[src/rtl/alu_instr_sequencer.sv]
// rtl/alu_instr_sequencer.sv - hardwired fetch/execute control unit for the 32-bit bus datapath
// Optional SINGLE_STEP_EN: return to IDLE after every completed instruction instead of fetching the next.
module alu_instr_sequencer #(
  parameter int NREGS = 16,
  parameter int OPW   = 4
) (
  input  logic             clock,
  input  logic             clear,
  input  logic             run,
  input  logic [31:0]      IR,
  input  logic             mem_ready,
  output logic [NREGS-1:0] Rin,
  output logic [NREGS-1:0] Rout,
  output logic             PCin,
  output logic             PCout,
  output logic             IncPC,
  output logic             MARin,
  output logic             MDRin,
  output logic             MDRout,
  output logic             IRin,
  output logic             Yin,
  output logic             Zlowin,
  output logic             Zhighin,
  output logic             Zlowout,
  output logic             Zhighout,
  output logic             HIin,
  output logic             LOin,
  output logic             Read,
  output logic [OPW-1:0]   ALUop,
  output logic             ALU_MUL,
  output logic             ALU_DIV,
  output logic             busy,
  output logic             halted,
  output logic             instr_done,
  output logic             illegal
);

  typedef enum logic [3:0] {
    IDLE, T0, T1, T2, T3, T4, T5, T6, HALTED
  } state_t;

  localparam logic [4:0] OP_ADD = 5'b00011;
  localparam logic [4:0] OP_SUB = 5'b00100;
  localparam logic [4:0] OP_AND = 5'b00101;
  localparam logic [4:0] OP_OR  = 5'b00110;
  localparam logic [4:0] OP_SHR = 5'b00111;
  localparam logic [4:0] OP_SHL = 5'b01000;
  localparam logic [4:0] OP_ROR = 5'b01001;
  localparam logic [4:0] OP_ROL = 5'b01010;
  localparam logic [4:0] OP_MUL = 5'b01111;
  localparam logic [4:0] OP_DIV = 5'b10000;
  localparam logic [4:0] OP_NEG = 5'b10001;
  localparam logic [4:0] OP_NOT = 5'b10010;
  localparam logic [4:0] OP_NOP = 5'b11010;
  localparam logic [4:0] OP_HLT = 5'b11011;

  localparam logic [OPW-1:0] ALU_ADD = OPW'(3);
  localparam logic [OPW-1:0] ALU_SUB = OPW'(4);
  localparam logic [OPW-1:0] ALU_AND = OPW'(5);
  localparam logic [OPW-1:0] ALU_OR  = OPW'(6);
  localparam logic [OPW-1:0] ALU_SHR = OPW'(7);
  localparam logic [OPW-1:0] ALU_SHL = OPW'(8);
  localparam logic [OPW-1:0] ALU_ROR = OPW'(9);
  localparam logic [OPW-1:0] ALU_ROL = OPW'(10);
  localparam logic [OPW-1:0] ALU_NEG = OPW'(11);
  localparam logic [OPW-1:0] ALU_NOT = OPW'(12);

`ifdef SINGLE_STEP_EN
  localparam state_t NEXT_FETCH = IDLE;
`else
  localparam state_t NEXT_FETCH = T0;
`endif

  state_t         state;
  logic [4:0]     opcode;
  logic [3:0]     ra, rb, rc;
  logic [NREGS-1:0] sel_a, sel_b, sel_c;
  logic           is_alu, is_muldiv, is_mul, is_unary, is_nop, is_halt, is_illegal;
  logic [OPW-1:0] alu_code;
  logic           unused_ir;

  assign opcode    = IR[31:27];
  assign ra        = IR[26:23];
  assign rb        = IR[22:19];
  assign rc        = IR[18:15];
  assign unused_ir = ^IR[14:0];

  assign sel_a = NREGS'(1) << ra;
  assign sel_b = NREGS'(1) << rb;
  assign sel_c = NREGS'(1) << rc;

  // Instruction class and ALU function; only meaningful once IR is loaded (T3 onward).
  always_comb begin
    is_alu    = 1'b0;
    is_muldiv = 1'b0;
    is_mul    = 1'b0;
    is_unary  = 1'b0;
    is_nop    = 1'b0;
    is_halt   = 1'b0;
    alu_code  = '0;
    case (opcode)
      OP_ADD: begin is_alu = 1'b1; alu_code = ALU_ADD; end
      OP_SUB: begin is_alu = 1'b1; alu_code = ALU_SUB; end
      OP_AND: begin is_alu = 1'b1; alu_code = ALU_AND; end
      OP_OR:  begin is_alu = 1'b1; alu_code = ALU_OR;  end
      OP_SHR: begin is_alu = 1'b1; alu_code = ALU_SHR; end
      OP_SHL: begin is_alu = 1'b1; alu_code = ALU_SHL; end
      OP_ROR: begin is_alu = 1'b1; alu_code = ALU_ROR; end
      OP_ROL: begin is_alu = 1'b1; alu_code = ALU_ROL; end
      OP_MUL: begin is_muldiv = 1'b1; is_mul = 1'b1; end
      OP_DIV: is_muldiv = 1'b1;
      OP_NEG: begin is_unary = 1'b1; alu_code = ALU_NEG; end
      OP_NOT: begin is_unary = 1'b1; alu_code = ALU_NOT; end
      OP_NOP: is_nop = 1'b1;
      OP_HLT: is_halt = 1'b1;
      default: ;
    endcase
    is_illegal = !(is_alu || is_muldiv || is_unary || is_nop || is_halt);
  end

  always_ff @(posedge clock) begin
    if (clear) begin
      state <= IDLE;
    end else begin
      case (state)
        IDLE:   if (run) state <= T0;
        T0:     state <= T1;
        T1:     if (mem_ready) state <= T2;
        T2:     state <= T3;
        T3: begin
          if (is_alu || is_muldiv) state <= T4;
          else if (is_unary)       state <= T5;
          else if (is_halt)        state <= HALTED;
          else                     state <= NEXT_FETCH;
        end
        T4:     state <= T5;
        T5:     state <= is_muldiv ? T6 : NEXT_FETCH;
        T6:     state <= NEXT_FETCH;
        HALTED: state <= HALTED;
        default: state <= IDLE;
      endcase
    end
  end

  // Moore decode; PCin alone also looks at mem_ready so the PC advances once per fetch.
  always_comb begin
    Rin        = '0;
    Rout       = '0;
    PCin       = 1'b0;
    PCout      = 1'b0;
    IncPC      = 1'b0;
    MARin      = 1'b0;
    MDRin      = 1'b0;
    MDRout     = 1'b0;
    IRin       = 1'b0;
    Yin        = 1'b0;
    Zlowin     = 1'b0;
    Zhighin    = 1'b0;
    Zlowout    = 1'b0;
    Zhighout   = 1'b0;
    HIin       = 1'b0;
    LOin       = 1'b0;
    Read       = 1'b0;
    ALUop      = '0;
    ALU_MUL    = 1'b0;
    ALU_DIV    = 1'b0;
    instr_done = 1'b0;
    illegal    = 1'b0;
    busy       = (state != IDLE) && (state != HALTED);
    halted     = (state == HALTED);
    case (state)
      T0: begin
        PCout  = 1'b1;
        MARin  = 1'b1;
        IncPC  = 1'b1;
        Zlowin = 1'b1;
      end
      T1: begin
        Zlowout = 1'b1;
        Read    = 1'b1;
        MDRin   = 1'b1;
        PCin    = mem_ready;
      end
      T2: begin
        MDRout = 1'b1;
        IRin   = 1'b1;
      end
      T3: begin
        if (is_alu || is_muldiv) begin
          Rout = sel_b;
          Yin  = 1'b1;
        end else if (is_unary) begin
          Rout   = sel_b;
          ALUop  = alu_code;
          Zlowin = 1'b1;
        end else begin
          instr_done = 1'b1;
          illegal    = is_illegal;
        end
      end
      T4: begin
        Rout   = sel_c;
        Zlowin = 1'b1;
        if (is_muldiv) begin
          ALU_MUL = is_mul;
          ALU_DIV = !is_mul;
          Zhighin = 1'b1;
        end else begin
          ALUop = alu_code;
        end
      end
      T5: begin
        Zlowout = 1'b1;
        if (is_muldiv) begin
          LOin = 1'b1;
        end else begin
          Rin        = sel_a;
          instr_done = 1'b1;
        end
      end
      T6: begin
        Zhighout   = 1'b1;
        HIin       = 1'b1;
        instr_done = 1'b1;
      end
      default: ;
    endcase
  end

endmodule

[config.mk]
export PLATFORM = sky130hd
export DESIGN_NAME = alu_instr_sequencer
export DESIGN_NICKNAME = d
export VERILOG_FILES = /design/src/rtl/alu_instr_sequencer.sv
export SDC_FILE = /design/constraint.sdc
export NUM_CORES = 1
export LEC_CHECK = 0
export ABC_CLOCK_PERIOD_IN_PS = 3100
export BUFFER_PORTS_ARGS = -buffer_cell sky130_fd_sc_hd__buf_2
export CAP_MARGIN = 20
export CELL_PAD_IN_SITES_DETAIL_PLACEMENT = 0
export CELL_PAD_IN_SITES_GLOBAL_PLACEMENT = 1
export CORE_MARGIN = 2
export CORE_UTILIZATION = 26
export CTS_CLUSTER_DIAMETER = 60
export DETAILED_ROUTE_END_ITERATION = 16
export PLACE_DENSITY_LB_ADDON = 0.1
export SLEW_MARGIN = 0
export SYNTH_ARGS = -nofsm -noshare
export SYNTH_HDL_FRONTEND = slang
export SYNTH_SLANG_ARGS = --single-unit
export TNS_END_PERCENT = 10
[constraint.sdc]
create_clock -name clock -period 3.1 [get_ports clock]
set_clock_uncertainty 0.1 [all_clocks]
set_input_delay 0.465 -clock clock [delete_from_list [all_inputs] [get_ports clock]]
set_output_delay 0.465 -clock clock [all_outputs]
set_load 0.05 [all_outputs]
=== After elaboration in Yosys (flattened, before gate mapping) ===
Index checks and enable logic that the tools add are counted.
Widths: inputs -> output; s select.

* Flip-flop bits (word level): 4
* Bits of input ports: 36
* Output and inout bits: 57
* Word-level logic and storage cells: 92

* Eq/ne operators: 25
* Shift-type cells: 3
* Muxes and demuxes: 48
* Reductions and logical operators: 15

{| class="wikitable"
|+ Operators with widths
! operator !! count
|-
| $mux 16 || 4
|-
| $shl 1x4->16 const A || 3
|-
| $pmux 4 s10 || 1
|-
| $pmux 4 s9 || 1
|-
| $mux 4 || 8
|-
| $pmux 16 s2 || 1
|-
| $mux 1 || 29
|-
| $eq 5x5->1 const B || 5
|-
| $eq 5x3->1 const B || 4
|-
| $eq 5x4->1 const B || 4
|-
| $eq 4x3->1 const B || 4
|-
| $eq 4x2->1 const B || 2
|-
| $pmux 4 s2 || 1
|-
| $reduce_or 2->1 || 4
|-
| $reduce_or 8->1 || 1
|-
| $eq 5x2->1 const B || 1
|-
| $eq 4x1->1 const B || 1
|-
| $eq 4x4->1 const B || 1
|-
| $logic_not 4->1 || 1
|-
| $logic_or 1x1->1 || 4
|-
| $ne 2x2->1 const B || 2
|-
| $ne 4x4->1 const B || 1
|-
| $reduce_bool 4->1 || 1
|-
| $mux 3 || 1
|-
| other kinds (5) || 6
|}

=== Depth between registers and ports, before layout ===
Gate-level depths: netlist of the first run.

* Depth after elaboration: 11
* Gate-level depth with buffers: 6

=== Worst setup path before layout of the first run ===
Ideal clock, no wire load.

* Kind: input to output
* Start: input IR[27]
* End: output ALUop[2]
* Arrival: 2.657 ns
* Data required time: 2.535 ns
* Setup slack: -0.122 ns
* Stages: 5
* Path buffers: 1
* Cells stage by stage: buf_2 xor2_1 nor3b_1 mux2i_1 nor4_1

* Longest elaborated chain between the ends: 6
* Elaborated cells between the ends (all ways): 24
* Those cells by class: eq/ne: 12; mux: 8; reduce/logical: 4

{| class="wikitable"
|+ RTL lines
! item !! line !! source
|-
| start: declaration || 10 || <nowiki>input logic [31:0] IR,</nowiki>
|-
| $eq 5x4->1 (tied with other cells) || 101 || <nowiki>case (opcode)</nowiki>
|-
| $reduce_or 8->1 (no source line) or $reduce_or 2->1 (tied branches) || -- ||
|-
| $mux 1 || 101 ||
|-
| $logic_or 1x1->1 or $mux 4 (tied branches) || 189, 192 ||
|-
| $mux 4 || 189 || <nowiki>if (is_alu || is_muldiv) begin</nowiki>
|-
| $pmux 4 s2 (*) || 171 || <nowiki>case (state)</nowiki>
|-
| end: declaration || 29 || <nowiki>output logic [OPW-1:0] ALUop,</nowiki>
|}

Mark *: on every way between the ends. The rest lies on a longest branch, timed or not.

=== Worst setup path after layout of the first run ===
* Start: input IR[28]
* End: output Rout[2]

* Longest elaborated chain between the ends: 6
* Elaborated cells between the ends (all ways): 22
* Those cells by class: eq/ne: 12; mux: 6; reduce/logical: 4

{| class="wikitable"
|+ RTL lines
! item !! line !! source
|-
| $eq 5x4->1 (tied with other cells) || 101 ||
|-
| $reduce_or 8->1 (no source line) or $reduce_or 2->1 (tied branches) || -- ||
|-
| $mux 1 || 101 ||
|-
| $logic_or 1x1->1 or $mux 16 (tied branches) || 189, 192 ||
|-
| $mux 16 (*) || 189 ||
|-
| $pmux 16 s2 (*) || 171 ||
|-
| end: declaration || 13 || <nowiki>output logic [NREGS-1:0] Rout,</nowiki>
|}

Marked as above.

==> results of run 1 <==
worst paths after layout:
| path | cells after the start | slack [ns] | endpoint |
|---|---|---|---|
| max | 7 | 0.35 | Rout[2] |
| min | 2 | 0.32 | state[3] |
| min reg2reg | 2 | 0.57 | state[0] |
| max reg2reg | 4 | 1.64 | state[3] |
area by class of cell:
class	instances	area, sq um
timing repair buffer	81	415
multi-input combinational	153	926
sequential	4	80.1
inverter	4	15.0
tap	50	62.6
clock buffer	3	41.3
fill	485	2490
cells in the mapped netlist, drive strengths merged (3+ instances only):
| library cell | n | area (sq um) |
|---|---|---|
| clkbuf | 4 | 15.0 |
| o21ai | 5 | 28.8 |
| mux2i | 3 | 30.0 |
| nor3 | 14 | 75.1 |
| buf | 11 | 70.1 |
| dfxtp | 4 | 80.1 |
| a21oi | 7 | 38.8 |
| nor4 | 3 | 18.8 |
| inv | 4 | 15.0 |
| nand2b | 13 | 88.8 |
| nand4 | 5 | 31.3 |
| nand2 | 14 | 52.6 |
| o22ai | 13 | 81.3 |
| nor2 | 26 | 97.6 |
| nand3 | 5 | 35.0 |
| or2 | 3 | 18.8 |
| nor2b | 7 | 43.8 |
| or3 | 5 | 31.3 |
cells in the final DEF (no fill, tap or decap), types with 5 or more instances in the layout:
cell      Yosys  routed
a21oi_1       6       6
buf_2         5      77
nand2_1      14      14
nand2b_1     12      12
nand4_1       5       5
nor2_1       26      26
nor2b_1       7       7
nor3_1       13      13
o22ai_1      13      13
or3_1         5       5
power groups by stage:
stage | clock network [uW] | registers (uW) | logic [uW]
CTS | 113 | 61.1 | 257
floorplan | 0 | 61.8 | 198
detailed placement | 0 | 61.7 | 257
global route | 117 | 61.7 | 279
global placement | 0 | 61.9 | 258
finish | 110 | 61.0 | 256
stage by stage:
step | hold WS, ns | setup slack (ns) | area (sq um) | power (uW)
finish | 0.318 | 0.348 | 1540 | 428
global route | 0.326 | 0.149 | 1540 | 458
CTS | 0.313 | 0.348 | 1540 | 432
detailed placement | 0.546 | 0.359 | 1500 | 319
global placement | 0.537 | 0.332 | 1500 | 320
floorplan | 0.437 | 0.0150 | 1110 | 260
cells by family after synthesis:
| family | count (synthesis) | synth area share (%) |
|---|---|---|
| compound gates | 39 | 24.1 |
| buf+inv | 19 | 9.10 |
| simple gates | 109 | 55.2 |
| flops | 4 | 7.28 |
| mux | 3 | 2.73 |
| xor+xnor | 2 | 1.59 |
per-layer routing:
metal | vias up | share of wire [%] | global-route usage, %
li1 | 791 | - | -
met1 | 670 | 48 | 22.5
met2 | 52 | 45 | 25.4
met3 | 4 | 6.6 | 3.51
met4 | 0 | 0.64 | 2.61
met5 | - | 0 | 0
critical path: stages:
cell	delay [ns]
buf_2	0.18
a21oi_2	0.22
mux2i_1	0.16
o21ai_2	0.39
nand4b_1	0.26
o22ai_1	0.22
buf_2	0.28
==> results.json, run 1 <==
{
  "largest_reg_flops": 4,
  "critPathMaxFanout": 14,
  "ctsHtreeMaxLevel": 1,
  "boundaryPins": 93,
  "drive_gt1_share_pct": 39.2,
  "path_clk_slew_ns": 0.03,
  "yosys_most_used_dff": "dfxtp_1",
  "r2r_start": "state[1]",
  "numCtsBuffers": 3,
  "n_antenna_cell": 0,
  "rsz0062_at_grt": "false",
  "core_area_sq_um": 4030,
  "die_y_microns": 69.0,
  "crit_arrival_ns": 2.19,
  "min_from": "clear",
  "clkLatencyLatePin_ns": 0.22,
  "setup.worst_path.end_class": "output port",
  "min_period_over_period_pct": 88.8,
  "crit_path_start_kind": "primary input",
  "route.detailed.drc": 0,
  "status": "complete, no violations",
  "pwr-share-seq_pct": 14.3,
  "dr.pass1.iters": 4,
  "cellPowerDensity_nw_per_um2": 278,
  "dp.cells": 292,
  "power_frac_clock_pct": 25.8,
  "start_util_pct": 27.3,
  "grt_first_pass_wirelength_microns": 6480,
  "report.final.slew_viol_count": 0,
  "grt_antenna_before_repair": 0,
  "cp.required_ns": 2.53,
  "grt_max_degree": 15,
  "grt_pass1_vias": 1367,
  "vias": 1517,
  "finalCriticalPeriod_ns": 2.75,
  "drt-total-wl_microns": 3920,
  "root_buffer": "clkbuf_8",
  "crit_type": "primary input to output port",
  "ys_seq_elements": 4,
  "drtIter0Drc": 71,
  "hold_viol": 0,
  "cts.path.max_buffers": 2,
  "ys_async_sr_fraction_pct": 0,
  "maxCapViolCount": 0,
  "utilization_pct": 38.2,
  "antenna_left": 0,
  "vdd_drop_max_v": 0.000106,
  "internal_power_uw": 213,
  "power.switching_uw": 214,
  "avgSynthCellArea_sq_um": 6.25,
  "cts_post_setup_buffers_inserted": 0,
  "top_register": "state",
  "nets": 283,
  "seq_area_frac_synth_pct": 7.28,
  "yosysUniqueCellTypes": 47,
  "setup-tns-final_ns": 0,
  "cts_hold_buf": 0,
  "dieArea_sq_um": 4770,
  "grt_usage_pct": 16.0,
  "overflow": 0,
  "combPwrFrac_pct": 59.9,
  "routedWlPerCell_microns": 13.3,
  "worst_pin_slew_ns": 0.530,
  "cts_tree": "built",
  "fmax_ghz": 0.363,
  "cts.sinks": 4,
  "rows": 23,
  "netlist_area_sq_um": 1100,
  "synth_nets": 212,
  "setup_viol": 0,
  "portBuffers": 77,
  "synth_enable_flop_cells": 0,
  "power.leakage_uw": 0.000741,
  "hold_path.class": "primary input to register",
  "synthCells": 176,
  "dpl.hpwl_microns": 3060,
  "stdcell_count": 295,
  "max_slew_margin_pct": 64.5,
  "startpoint": "IR[28]",
  "dieWidth_microns": 69.0,
  "reg.largest.list": "state: 4 flops",
  "syn_to_final_growth_pct": 40.0,
  "vias_per_cell": 5.14,
  "synth_warnings": 0,
  "sw_frac_of_total_pct": 50.1,
  "gp_congestion": 0.766,
  "cts_resized": 0
}
Note: power is estimated with default switching activity, not from simulation.
==> run 2: changes to the inputs <==
- CORE_ASPECT_RATIO: default -> 1.1
==> results.json, run 2 (synthesis gave the netlist of run 1 again) <==
{
  "status": "complete, no violations",
  "reg.largest.list": "state: 4 flops",
  "crit_type": "primary input to output port",
  "setup_viol": 0,
  "setup.worst_path.end_class": "output port",
  "crit_arrival_ns": 2.21,
  "crit_path_start_kind": "primary input",
  "ff2ff_path_depth": 4,
  "setup_ws_ns": 0.321,
  "hold_path.class": "primary input to register",
  "cts_resized": 0,
  "path_cells": "buf_2, a21oi_2, mux2i_1, o21ai_2, nand4b_1, o22ai_1, buf_2",
  "cts.path.max_buffers": 2,
  "max_slew_margin_pct": 63.7,
  "boundaryPins": 93,
  "routedWlPerCell_microns": 13.2,
  "overflow": 0,
  "reg2reg_slack_ns": 1.68,
  "hold_viol": 0,
  "power.leakage_uw": 0.000741,
  "finalPower_uw": 427,
  "holdWs_ns": 0.323,
  "dr.pass1.iters": 4,
  "grt_antenna_before_repair": 0,
  "report.final.slew_viol_count": 0,
  "start_util_pct": 27.3,
  "fmax_ghz": 0.360,
  "cts.sinks": 4,
  "critPathMaxFanout": 14,
  "drive_gt1_share_pct": 39.2,
  "dieWidth_microns": 66.0,
  "syn_to_final_growth_pct": 40.3,
  "dpl.hpwl_microns": 3150,
  "max_stage_delay_ns": 0.40,
  "route.detailed.drc": 0,
  "clkLatencyLatePin_ns": 0.22,
  "vdd_drop_max_v": 0.0000943,
  "die_y_microns": 72.2,
  "min_period_over_period_pct": 89.6,
  "rows": 24,
  "cts_hold_buf": 0,
  "setup-tns-final_ns": 0,
  "gp_congestion": 0.791,
  "cellPowerDensity_nw_per_um2": 277,
  "rsz0062_at_grt": "false",
  "cpMostUsedCell": "buf_2",
  "dp.cells": 294,
  "grt_pass1_vias": 1342,
  "finalCriticalPeriod_ns": 2.78,
  "place_ws_ns": 0.329,
  "root_buffer": "clkbuf_8",
  "cts_tree": "built",
  "worst_pin_slew_ns": 0.542,
  "mostFrequentLayoutCells": "buf_2, nor2_1, nand2_1",
  "cp.required_ns": 2.53,
  "whs_path_depth": 2,
  "path_clk_slew_ns": 0.03,
  "vias": 1541,
  "top_register": "state",
  "drt-total-wl_microns": 3910,
  "grt_first_pass_wirelength_microns": 6410,
  "grt_max_degree": 15,
  "numCtsBuffers": 3,
  "stdcell_count": 297,
  "cp_slowest_cell": "o21ai_2",
  "cts_post_setup_buffers_inserted": 0,
  "largest_reg_flops": 4,
  "vias_per_cell": 5.19,
  "ctsHtreeMaxLevel": 1,
  "maxCapViolCount": 0,
  "antenna_left": 0,
  "fill_cells": 503,
  "grt_usage_pct": 16.5,
  "core_area_sq_um": 4020,
  "portBuffers": 77,
  "drtIter0Drc": 84,
  "n_antenna_cell": 0,
  "final_common_cell": "buf_2",
  "nets": 283,
  "dieArea_sq_um": 4770
}
[run 2: cell counts in the layout (fill, tap and decap cells not counted)]
Identical to the previous run, type by type.
[run 2: area by class of cell]
| type | count | area [sq um] | area share [%] |
|---|---|---|---|
| Inverter | 4 | 15.0 | 0.973 |
| Multi-Input combinational cell | 153 | 926 | 60.0 |
| Tap cell | 52 | 65.1 | 4.22 |
| Sequential cell | 4 | 80.1 | 5.19 |
| Timing Repair Buffer | 81 | 415 | 26.9 |
| Clock buffer | 3 | 41.3 | 2.68 |
[run 2: where the power goes]
part	internal (uW)	switching [uW]	total (uW)	leakage, uW
Combinational	73.4	183	256	0.000686
Sequential	57.0	4.49	61.5	0.0000327
Clock	82.7	26.2	109	0.0000216
[run 2: stage by stage]
step	area, sq um	utilization (%)
after floorplan	1110	-
after global placement	1500	37.3
after detailed placement	1500	37.3
after CTS	1540	38.3
after global routing	1540	38.3
final	1540	38.3
[run 2: metal layers]
layer | GRT usage, % | wire, microns
met1 | 23.3 | 1830
met3 | 2.17 | 167
met4 | 2.04 | 23
met5 | 0 | 0
met2 | 27.6 | 1890
[run 2: worst paths after layout]
path | start | endpoint
max | IR[28] | Rout[6]
min | clear | state[3]
min reg2reg | state[0] | state[0]
max reg2reg | state[0] | state[3]
[run 2: critical path, delay by kind of cell]
family	cells	cell delay, ns
buffers and inverters	2	0.48
muxes	1	0.16
and+or+nand+nor	1	0.26
AOI/OAI and AO/OA	3	0.84
==> run 3: changes to the inputs <==
==> constraint.sdc (replaced) <==
create_clock -name clock -period 3.1 [get_ports clock]
set_clock_uncertainty 0.1 [all_clocks]
set_input_delay 0.62 -clock clock [delete_from_list [all_inputs] [get_ports clock]]
set_output_delay 0.62 -clock clock [all_outputs]
set_load 0.05 [all_outputs]
==> results.json, run 3 (synthesis gave the netlist of run 1 again) <==
{
  "portBuffers": 77,
  "fmax_ghz": 0.339,
  "worstHoldEndpoint": "state[3]",
  "numCtsBuffers": 3,
  "root_buffer": "clkbuf_8",
  "min_from": "clear",
  "worst_pin_slew_ns": 0.324,
  "ctsHtreeMaxLevel": 1,
  "vias": 1550,
  "reg2reg_slack_ns": 1.76,
  "dieWidth_microns": 66.0,
  "drive_gt1_share_pct": 41.3,
  "top_register": "state",
  "vdd_drop_max_v": 0.000103,
  "vias_per_cell": 5.07,
  "reg.largest.list": "state: 4 flops",
  "final_common_cell": "buf_2",
  "report.final.slew_viol_count": 0,
  "cp.required_ns": 2.38,
  "min_period_over_period_pct": 95.1,
  "boundaryPins": 93,
  "cts_hold_buf": 0,
  "drtIter0Drc": 89,
  "gr-usage-met1_pct": 21.8,
  "grt_util_met2_pct": 28.1,
  "nets": 292,
  "finalCriticalPeriod_ns": 2.95,
  "dp.cells": 300,
  "setup_viol": 0,
  "cts_resized": 0,
  "ff2ff_path_depth": 5,
  "core_area_sq_um": 4020,
  "max_slew_margin_pct": 77.8,
  "route.detailed.drc": 0,
  "cts.path.max_buffers": 2,
  "reg2reg_to": "state[3]",
  "crit_path_start_kind": "primary input",
  "cp_num_buf_inv": 4,
  "grt_first_pass_wirelength_microns": 6300,
  "met3_usage_pct": 2.17,
  "crit_arrival_ns": 2.23,
  "crit_type": "primary input to output port",
  "routedWlPerCell_microns": 12.8,
  "utilization_pct": 40.0,
  "dpl.hpwl_microns": 3160,
  "antenna_left": 0,
  "cts_post_setup_buffers_inserted": 0,
  "gp_congestion": 0.771,
  "grt_antenna_before_repair": 0,
  "largest_reg_flops": 4,
  "setup-tns-final_ns": 0,
  "mostFrequentLayoutCells": "buf_2, nor2_1, nand2_1",
  "finalPower_uw": 440,
  "setup.worst_path.end_class": "output port",
  "critPathTopFamily": "buffers and inverters",
  "drt-total-wl_microns": 3920,
  "rsz0062_at_grt": "false",
  "path_clk_slew_ns": 0.03,
  "max_stage_delay_ns": 0.31,
  "overflow": 0,
  "stdcell_count": 306,
  "hold_path.class": "primary input to register",
  "status": "complete, no violations",
  "cts.sinks": 4,
  "syn_to_final_growth_pct": 46.4,
  "cts_tree": "built",
  "dieArea_sq_um": 4770,
  "hold_viol": 0,
  "maxCapViolCount": 0,
  "cp_slowest_cell": "a32oi_1",
  "holdWs_ns": 0.484,
  "whs_path_depth": 2,
  "start_util_pct": 27.3,
  "grt_pass1_vias": 1354,
  "path_cells": "buf_2, and2_1, a32oi_1, o21ai_2, buf_4, buf_4, o221ai_1, buf_2",
  "dr.pass1.iters": 4,
  "critPathMaxFanout": 7,
  "rows": 24,
  "n_antenna_cell": 0,
  "cellPowerDensity_nw_per_um2": 274,
  "power.leakage_uw": 0.000787,
  "grt_max_degree": 15,
  "grt_usage_pct": 16.2,
  "busiest_layer": "met2",
  "clkLatencyLatePin_ns": 0.22,
  "die_y_microns": 72.2,
  "r2r_start": "state[2]"
}
==> run 3: area by class of cell <==
cell class | instances | area, sq um
Inverter | 4 | 15.0
Sequential cell | 4 | 80.1
Fill cell | 467 | 2410
Multi-Input combinational cell | 153 | 926
Clock buffer | 3 | 41.3
Tap cell | 52 | 65.1
Timing Repair Buffer | 90 | 483
==> run 3: worst max-delay path by stage <==
stage	startpoint	to	slack, ns	depth (start not counted)
4_1_cts	IR[29]	Rout[2]	0.15	7
3_5_place_dp	IR[29]	Rout[2]	0.15	7
2_1_floorplan	IR[27]	Rin[4]	-0.29	6
5_1_grt	IR[30]	Rin[4]	0.009	7
6_report	IR[28]	instr_done	0.15	8
3_3_place_gp	IR[30]	Rin[4]	0.15	7
==> run 3: metrics by stage <==
stage | instance area, sq um | setup slack, ns
floorplan | 1110 | -0.295
global placement | 1550 | 0.148
detailed placement | 1550 | 0.152
CTS | 1590 | 0.146
global route | 1610 | 0.00923
finish | 1610 | 0.153
==> run 3: metal layers <==
layer / vias to the layer above / share of wire, %
li1: 808 / -
met1: 704 / 46
met2: 38 / 50
met3: 0 / 4.3
met4: 0 / 0
met5: - / 0
==> run 3: worst reg2reg max path, cell delays in order, from the launching register on <==
cell and delay, ns:
dfxtp_1 0.31, buf_4 0.16, or3_1 0.38, nor2_1 0.17, a41oi_1 0.06, nor2_1 0.10
==> run 3: power by group <==
part           leakage [uW]  internal, uW  switching, uW
Sequential        0.0000327          57.0           4.77
Clock             0.0000216          83.0           29.2
Combinational      0.000732          82.4            184
Total              0.000787           222            218
